--- src/rtl/sys_timer_pkg.sv ---
// Shared register map, CTRL field layout and FSM encodings for the bus-mapped countdown timer.
package sys_timer_pkg;

  localparam logic [1:0] REG_CTRL   = 2'd0;
  localparam logic [1:0] REG_PRESET = 2'd1;
  localparam logic [1:0] REG_COUNT  = 2'd2;
  localparam logic [1:0] REG_ACK    = 2'd3;

  localparam int CTRL_EN_BIT   = 0;
  localparam int CTRL_MODE_LSB = 1;
  localparam int CTRL_IM_BIT   = 3;

  // Only 01 reloads; 00 and 1x both run once.
  localparam logic [1:0] MODE_RELOAD = 2'b01;

  typedef logic [1:0] state_t;
  localparam state_t ST_IDLE = 2'd0;
  localparam state_t ST_LOAD = 2'd1;
  localparam state_t ST_CNT  = 2'd2;
  localparam state_t ST_INT  = 2'd3;

  typedef struct packed {
    logic       im;
    logic [1:0] mode;
    logic       en;
  } ctrl_t;

  function automatic logic [31:0] byte_merge(input logic [31:0] old_val,
                                             input logic [31:0] new_val,
                                             input logic [3:0]  be);
    logic [31:0] res;
    res = old_val;
    for (int i = 0; i < 4; i++) begin
      if (be[i]) res[8*i +: 8] = new_val[8*i +: 8];
    end
    return res;
  endfunction

endpackage

--- src/rtl/sys_timer_regs.sv ---
// Bus-facing side of the timer: address decode, byte-merged CTRL/PRESET writes, ACK strobe, read mux.
module sys_timer_regs
  import sys_timer_pkg::*;
#(
  parameter logic [3:0] BASE_OFF = 4'h0,
  parameter int         CNT_W    = 32
) (
  input  logic             clk,
  input  logic             reset,
  input  logic             sel_i,
  input  logic [3:0]       addr_i,
  input  logic [31:0]      wdata_i,
  input  logic [3:0]       byteen_i,
  input  logic [CNT_W-1:0] count_i,
  input  logic             clr_en_i,
  output ctrl_t            ctrl_o,
  output logic             en_next_o,
  output logic [CNT_W-1:0] preset_o,
  output logic             ack_wr_o,
  output logic [31:0]      rdata_o
);

  logic [3:0]       local_off;
  logic [1:0]       reg_idx;
  logic             wr_any;
  logic             ctrl_wr;
  logic             preset_wr;
  logic             unused_off;
  ctrl_t            ctrl_q, ctrl_d;
  logic [CNT_W-1:0] preset_q, preset_d;

  assign local_off  = addr_i - BASE_OFF;
  assign reg_idx    = local_off[3:2];
  assign unused_off = ^local_off[1:0];
  assign wr_any     = sel_i & (|byteen_i);
  // CTRL fields all live in byte lane 0; a write that skips that lane changes nothing.
  assign ctrl_wr    = wr_any & byteen_i[0] & (reg_idx == REG_CTRL);
  assign preset_wr  = wr_any & (reg_idx == REG_PRESET);
  assign ack_wr_o   = wr_any & (reg_idx == REG_ACK);

  always_comb begin
    ctrl_d = ctrl_q;
    if (clr_en_i) ctrl_d.en = 1'b0;
    // A software CTRL write on the same edge overrides the one-shot EN clear.
    if (ctrl_wr) begin
      ctrl_d.en   = wdata_i[CTRL_EN_BIT];
      ctrl_d.mode = wdata_i[CTRL_MODE_LSB +: 2];
      ctrl_d.im   = wdata_i[CTRL_IM_BIT];
    end
  end

  assign en_next_o = ctrl_wr ? wdata_i[CTRL_EN_BIT] : ctrl_q.en;
  assign preset_d  = preset_wr ? CNT_W'(byte_merge(32'(preset_q), wdata_i, byteen_i)) : preset_q;

  always_ff @(posedge clk or negedge reset) begin
    if (!reset) begin
      ctrl_q   <= '0;
      preset_q <= '0;
    end else begin
      ctrl_q   <= ctrl_d;
      preset_q <= preset_d;
    end
  end

  always_comb begin
    rdata_o = '0;
    if (sel_i) begin
      case (reg_idx)
        REG_CTRL: begin
          rdata_o[CTRL_EN_BIT]        = ctrl_q.en;
          rdata_o[CTRL_MODE_LSB +: 2] = ctrl_q.mode;
          rdata_o[CTRL_IM_BIT]        = ctrl_q.im;
        end
        REG_PRESET: rdata_o = 32'(preset_q);
        REG_COUNT:  rdata_o = 32'(count_i);
        default:    rdata_o = '0;
      endcase
    end
  end

  assign ctrl_o   = ctrl_q;
  assign preset_o = preset_q;

endmodule

--- src/rtl/sys_timer.sv ---
// Countdown timer top: IDLE/LOAD/CNT/INT sequencer, COUNT register, sticky pending and registered irq.
module sys_timer
  import sys_timer_pkg::*;
#(
  parameter logic [3:0] BASE_OFF = 4'h0,
  parameter int         CNT_W    = 32
) (
  input  logic        clk,
  input  logic        reset,
  input  logic        sel,
  input  logic [3:0]  addr,
  input  logic [31:0] wdata,
  input  logic [3:0]  byteen,
  output logic [31:0] rdata,
  output logic        irq
);

  state_t           state_q, state_d;
  logic [CNT_W-1:0] count_q, count_d;
  logic [CNT_W-1:0] preset_q;
  logic             pending_q, pending_d;
  logic             irq_q;
  logic             clr_en;
  logic             ack_wr;
  logic             en_next;
  ctrl_t            ctrl_q;

  sys_timer_regs #(
    .BASE_OFF (BASE_OFF),
    .CNT_W    (CNT_W)
  ) u_regs (
    .clk       (clk),
    .reset     (reset),
    .sel_i     (sel),
    .addr_i    (addr),
    .wdata_i   (wdata),
    .byteen_i  (byteen),
    .count_i   (count_q),
    .clr_en_i  (clr_en),
    .ctrl_o    (ctrl_q),
    .en_next_o (en_next),
    .preset_o  (preset_q),
    .ack_wr_o  (ack_wr),
    .rdata_o   (rdata)
  );

  always_comb begin
    state_d   = state_q;
    count_d   = count_q;
    pending_d = pending_q;
    clr_en    = 1'b0;
    if (ack_wr) pending_d = 1'b0;
    case (state_q)
      // Looks at the incoming EN so the enabling write itself moves us into LOAD.
      ST_IDLE: if (en_next) state_d = ST_LOAD;
      ST_LOAD: begin
        count_d = preset_q;
        state_d = ST_CNT;
      end
      ST_CNT: begin
        if (!ctrl_q.en) begin
          state_d = ST_IDLE;
        end else if (count_q == '0) begin
          state_d   = ST_INT;
          pending_d = 1'b1;
        end else begin
          count_d = count_q - CNT_W'(1);
        end
      end
      ST_INT: begin
        if (ctrl_q.mode == MODE_RELOAD) begin
          state_d = ST_LOAD;
        end else begin
          clr_en  = 1'b1;
          state_d = ST_IDLE;
        end
      end
      default: state_d = ST_IDLE;
    endcase
  end

  always_ff @(posedge clk or negedge reset) begin
    if (!reset) begin
      state_q   <= ST_IDLE;
      count_q   <= '0;
      pending_q <= 1'b0;
      irq_q     <= 1'b0;
    end else begin
      state_q   <= state_d;
      count_q   <= count_d;
      pending_q <= pending_d;
      irq_q     <= pending_q & ctrl_q.im;
    end
  end

  assign irq = irq_q;

endmodule

--- config.mk ---
export PLATFORM = sky130hd
export DESIGN_NAME = sys_timer
export DESIGN_NICKNAME = d
export VERILOG_FILES = /design/src/rtl/sys_timer_pkg.sv /design/src/rtl/sys_timer_regs.sv /design/src/rtl/sys_timer.sv
export SDC_FILE = /design/constraint.sdc
export NUM_CORES = 1
export LEC_CHECK = 0
export CORE_MARGIN = 10
export CORE_UTILIZATION = 45
export DETAILED_ROUTE_END_ITERATION = 7
export PLACE_DENSITY = 0.7
export SLEW_MARGIN = 20
export SYNTH_ARGS = -nofsm -noshare
export SYNTH_HDL_FRONTEND = slang
export SYNTH_SLANG_ARGS = --single-unit
--- constraint.sdc ---
create_clock -name clk -period 3.2 [get_ports clk]
set_input_delay 0.64 -clock clk [delete_from_list [all_inputs] [get_ports clk]]
set_output_delay 0.64 -clock clk [all_outputs]
set_load 0.1 [all_outputs]
==> results.toml <==
[run_status]
status = "finished clean"

[critical_path]
critPathLaunchType = "input port"
crit_start = "addr[2]"
crit_type = "in2out"
r2r_start = "count_q[0]$_DFFE_PN0P_"
crit_fanout = 17
crit_arrival_ns = 2.37
worstPathRequired_ns = 2.56
end_kind = "output port"

[detailed_routing]
drc_errors = 0
wire_per_inst_um = 18.56
antenna_left = 0
wl_mm = 12.12
avgViaCountPerCell = 6.135
drt-initial-drc-count = 360
via_count = 4006
drtPass1Iterations = 7

[clocking]
clockBufferDepth = 2
clock-sinks = 72
h-tree-depth = 3
clk_latency_ns = 0.35
clk_pin_slew_worst_paths_ns = 0.08
cts_hold_buf = 0
cts_resized = 0
cts_setup_buffers = 0
cts_tree = "yes"
root_buffer = "clkbuf_8"
cts_buffers = 9

[synthesis]
syn_area_um2 = 4258
ys_warn_count = 0
syn_area_per_cell_um2 = 9.256
synth_nets = 509
synthArstFlopShare = 1.000
ys.flop_type = "dfrtp_1"
synth_edf_count = 0
ys_seq_area_frac = 0.4232
ys_ff_latch = 72
synthCells = 460
synth_cell_types = 55

[global_routing]
grt.overflow.total = 0
grt_usage = 0.1819
grt_first_pass_wirelength_mm = 20.14
grt_max_degree = 61
antenna_found_initial = 0
first_global_vias = 3975

[finish]
antenna_cells = 0
area_growth_pct = 32.38
drive_gt1_frac = 0.2481
nets = 568

[power]
p_int_mw = 2.243
leakagePower_nw = 2.223
power_frac_clock = 0.162
cellPowerDensity_nw_per_um2 = 720.6
combPwrFrac = 0.434
vdd_drop_max_v = 0.0003316
power_mw = 4.062
swShare = 0.4476
pwr-share-seq = 0.404
p_switching_mw = 1.818

[die]
ios = 76
fp.dieH_um = 117.3
start_util = 0.4608
die_x_um = 117.3
core_um2 = 9240
row_count = 35
dieArea_um2 = 13750

[timing]
finClkSkew_ns = 0.01164
fmax_ghz = 0.3321
tightest_slew_ns = 0.9763
layout_min_cycle_time_ns = 3.011
setup_tns_ns = 0
slew_headroom = 0.3491
hold_violations = 0
rsz0062_at_grt = "false"
setup_violations = 0
min_period_over_period = 0.9409
report.final.slew_viol_count = 0

[placed_design]
post-dp-hpwl_mm = 8.650
portBuffers = 73
place_congestion = 0.9077

[min_path]
hold_class = "in2async"

[job]
drv_cap = 0
## sequential cells by signal, summed over array words and instances (netlist names)
signal / cells
state_q: 2
count_q: 32
u_regs.ctrl_o: 4
irq: 1
pending_q: 1
u_regs.preset_o: 32
## cells by family (layout without fill, tap and decap cells)
logic type / count (synthesis) / count (layout) / synth area share
muxes: 36 / 36 / 0.09492
AOI/OAI and AO/OA: 153 / 153 / 0.2371
adders and majority gates: 6 / 6 / 0.01763
buffers and inverters: 48 / 112 / 0.04760
and+or+nand+nor: 145 / 145 / 0.1795
DFF: 72 / 72 / 0.4232
## per-stage QoR
step                area (um^2)  setup slack, ns  utilization  hold WS (ns)  std cells
CTS                        5632           0.1972       0.6095        0.1778        653
finish                     5637           0.1891       0.6100        0.1757        653
global placement           5459           0.2402       0.5908        0.4989        637
floorplan                  4315          -0.1610            -        0.3444        460
detailed placement         5459           0.2148       0.5908        0.5011        637
global route               5637          0.09630       0.6100        0.1969        653
## power groups by stage
stage	combinational [mW]	clock, mW	sequential (mW)
after floorplan	1.42	0	1.46
after global placement	1.70	0	1.63
after detailed placement	1.75	0	1.64
after CTS	1.76	0.668	1.62
after global routing	1.94	0.705	1.69
final	1.76	0.656	1.64
## layout by cell type (no fill, tap or decap), types with 4 or more instances in the layout
cell type	count
a2bb2oi_1	5
nand3_1	9
o21a_1	4
a31oi_1	15
o21ai_0	46
a22oi_1	32
dfrtp_1	72
a21oi_1	19
buf_12	32
or3_1	5
nor2_1	33
clkdlybuf4s50_1	39
nor3_1	18
nor4_1	10
or4_1	7
mux2_2	35
buf_4	15
nor2_2	23
nand2_1	19
o31ai_1	4
o22a_1	4
a222oi_1	4
ha_1	6
inv_1	9
clkbuf_8	10
## critical path: stages
cell and delay [ns]:
clkdlybuf4s50_1 0.47, inv_1 0.11, ha_1 0.30, buf_4 0.30, a22oi_1 0.12, nor2_1 0.21, buf_12 0.21
## layout make-up
type	count	area, um^2
clock buffers	11	141.4
clock inverters	5	31.28
fillers	797	3603
inverters	9	33.78
multi-input cells	340	2318
flip-flops and latches	72	1802
well taps	129	161.4
repair buffers	87	1149
## cell usage after synthesis, types with 4 or more instances
cell,number,area share
a21oi_1,19,0.022
a222oi_1,4,0.0094
a22oi_1,32,0.056
a2bb2oi_1,5,0.010
a31oi_1,15,0.022
buf_2,5,0.0059
clkbuf_1,28,0.025
dfrtp_1,72,0.42
ha_1,6,0.018
inv_1,9,0.0079
mux2_2,35,0.093
nand2_1,19,0.017
nand2b_1,4,0.0059
nand3_1,9,0.011
nor2_1,56,0.049
nor3_1,18,0.021
nor4_1,10,0.015
o21a_1,4,0.0071
o21ai_0,46,0.054
o22a_1,4,0.0082
o31ai_1,4,0.0071
or3_1,5,0.0073
or4_1,7,0.012
## routing by layer
layer  share of wire  wire length (um)  vias to the layer above  track usage
met3           0.083              1011                        9      0.05097
li1                -                 -                     1844            -
met2            0.48              5786                      194       0.2905
met5               0                 0                        -            0
met4          0.0090               109                        0      0.04613
met1            0.43              5212                     1959       0.2370
## path summary, 6_finish.rpt
path	to	slack, ns	cells past startpoint
setup / recovery	rdata[30]	0.19	7
setup reg to reg	count_q[26]$_DFFE_PN0P_	0.41	7
min in group clk	irq$_DFF_PN0_	0.53	1
hold / removal	u_regs.ctrl_o[3]$_DFFE_PN0N_	0.18	1
hold reg to reg	irq$_DFF_PN0_	0.53	1
max in group asynchronous	u_regs.ctrl_o[2]$_DFFE_PN0N_	2.31	2
Note: power is estimated with default switching activity, not from simulation.
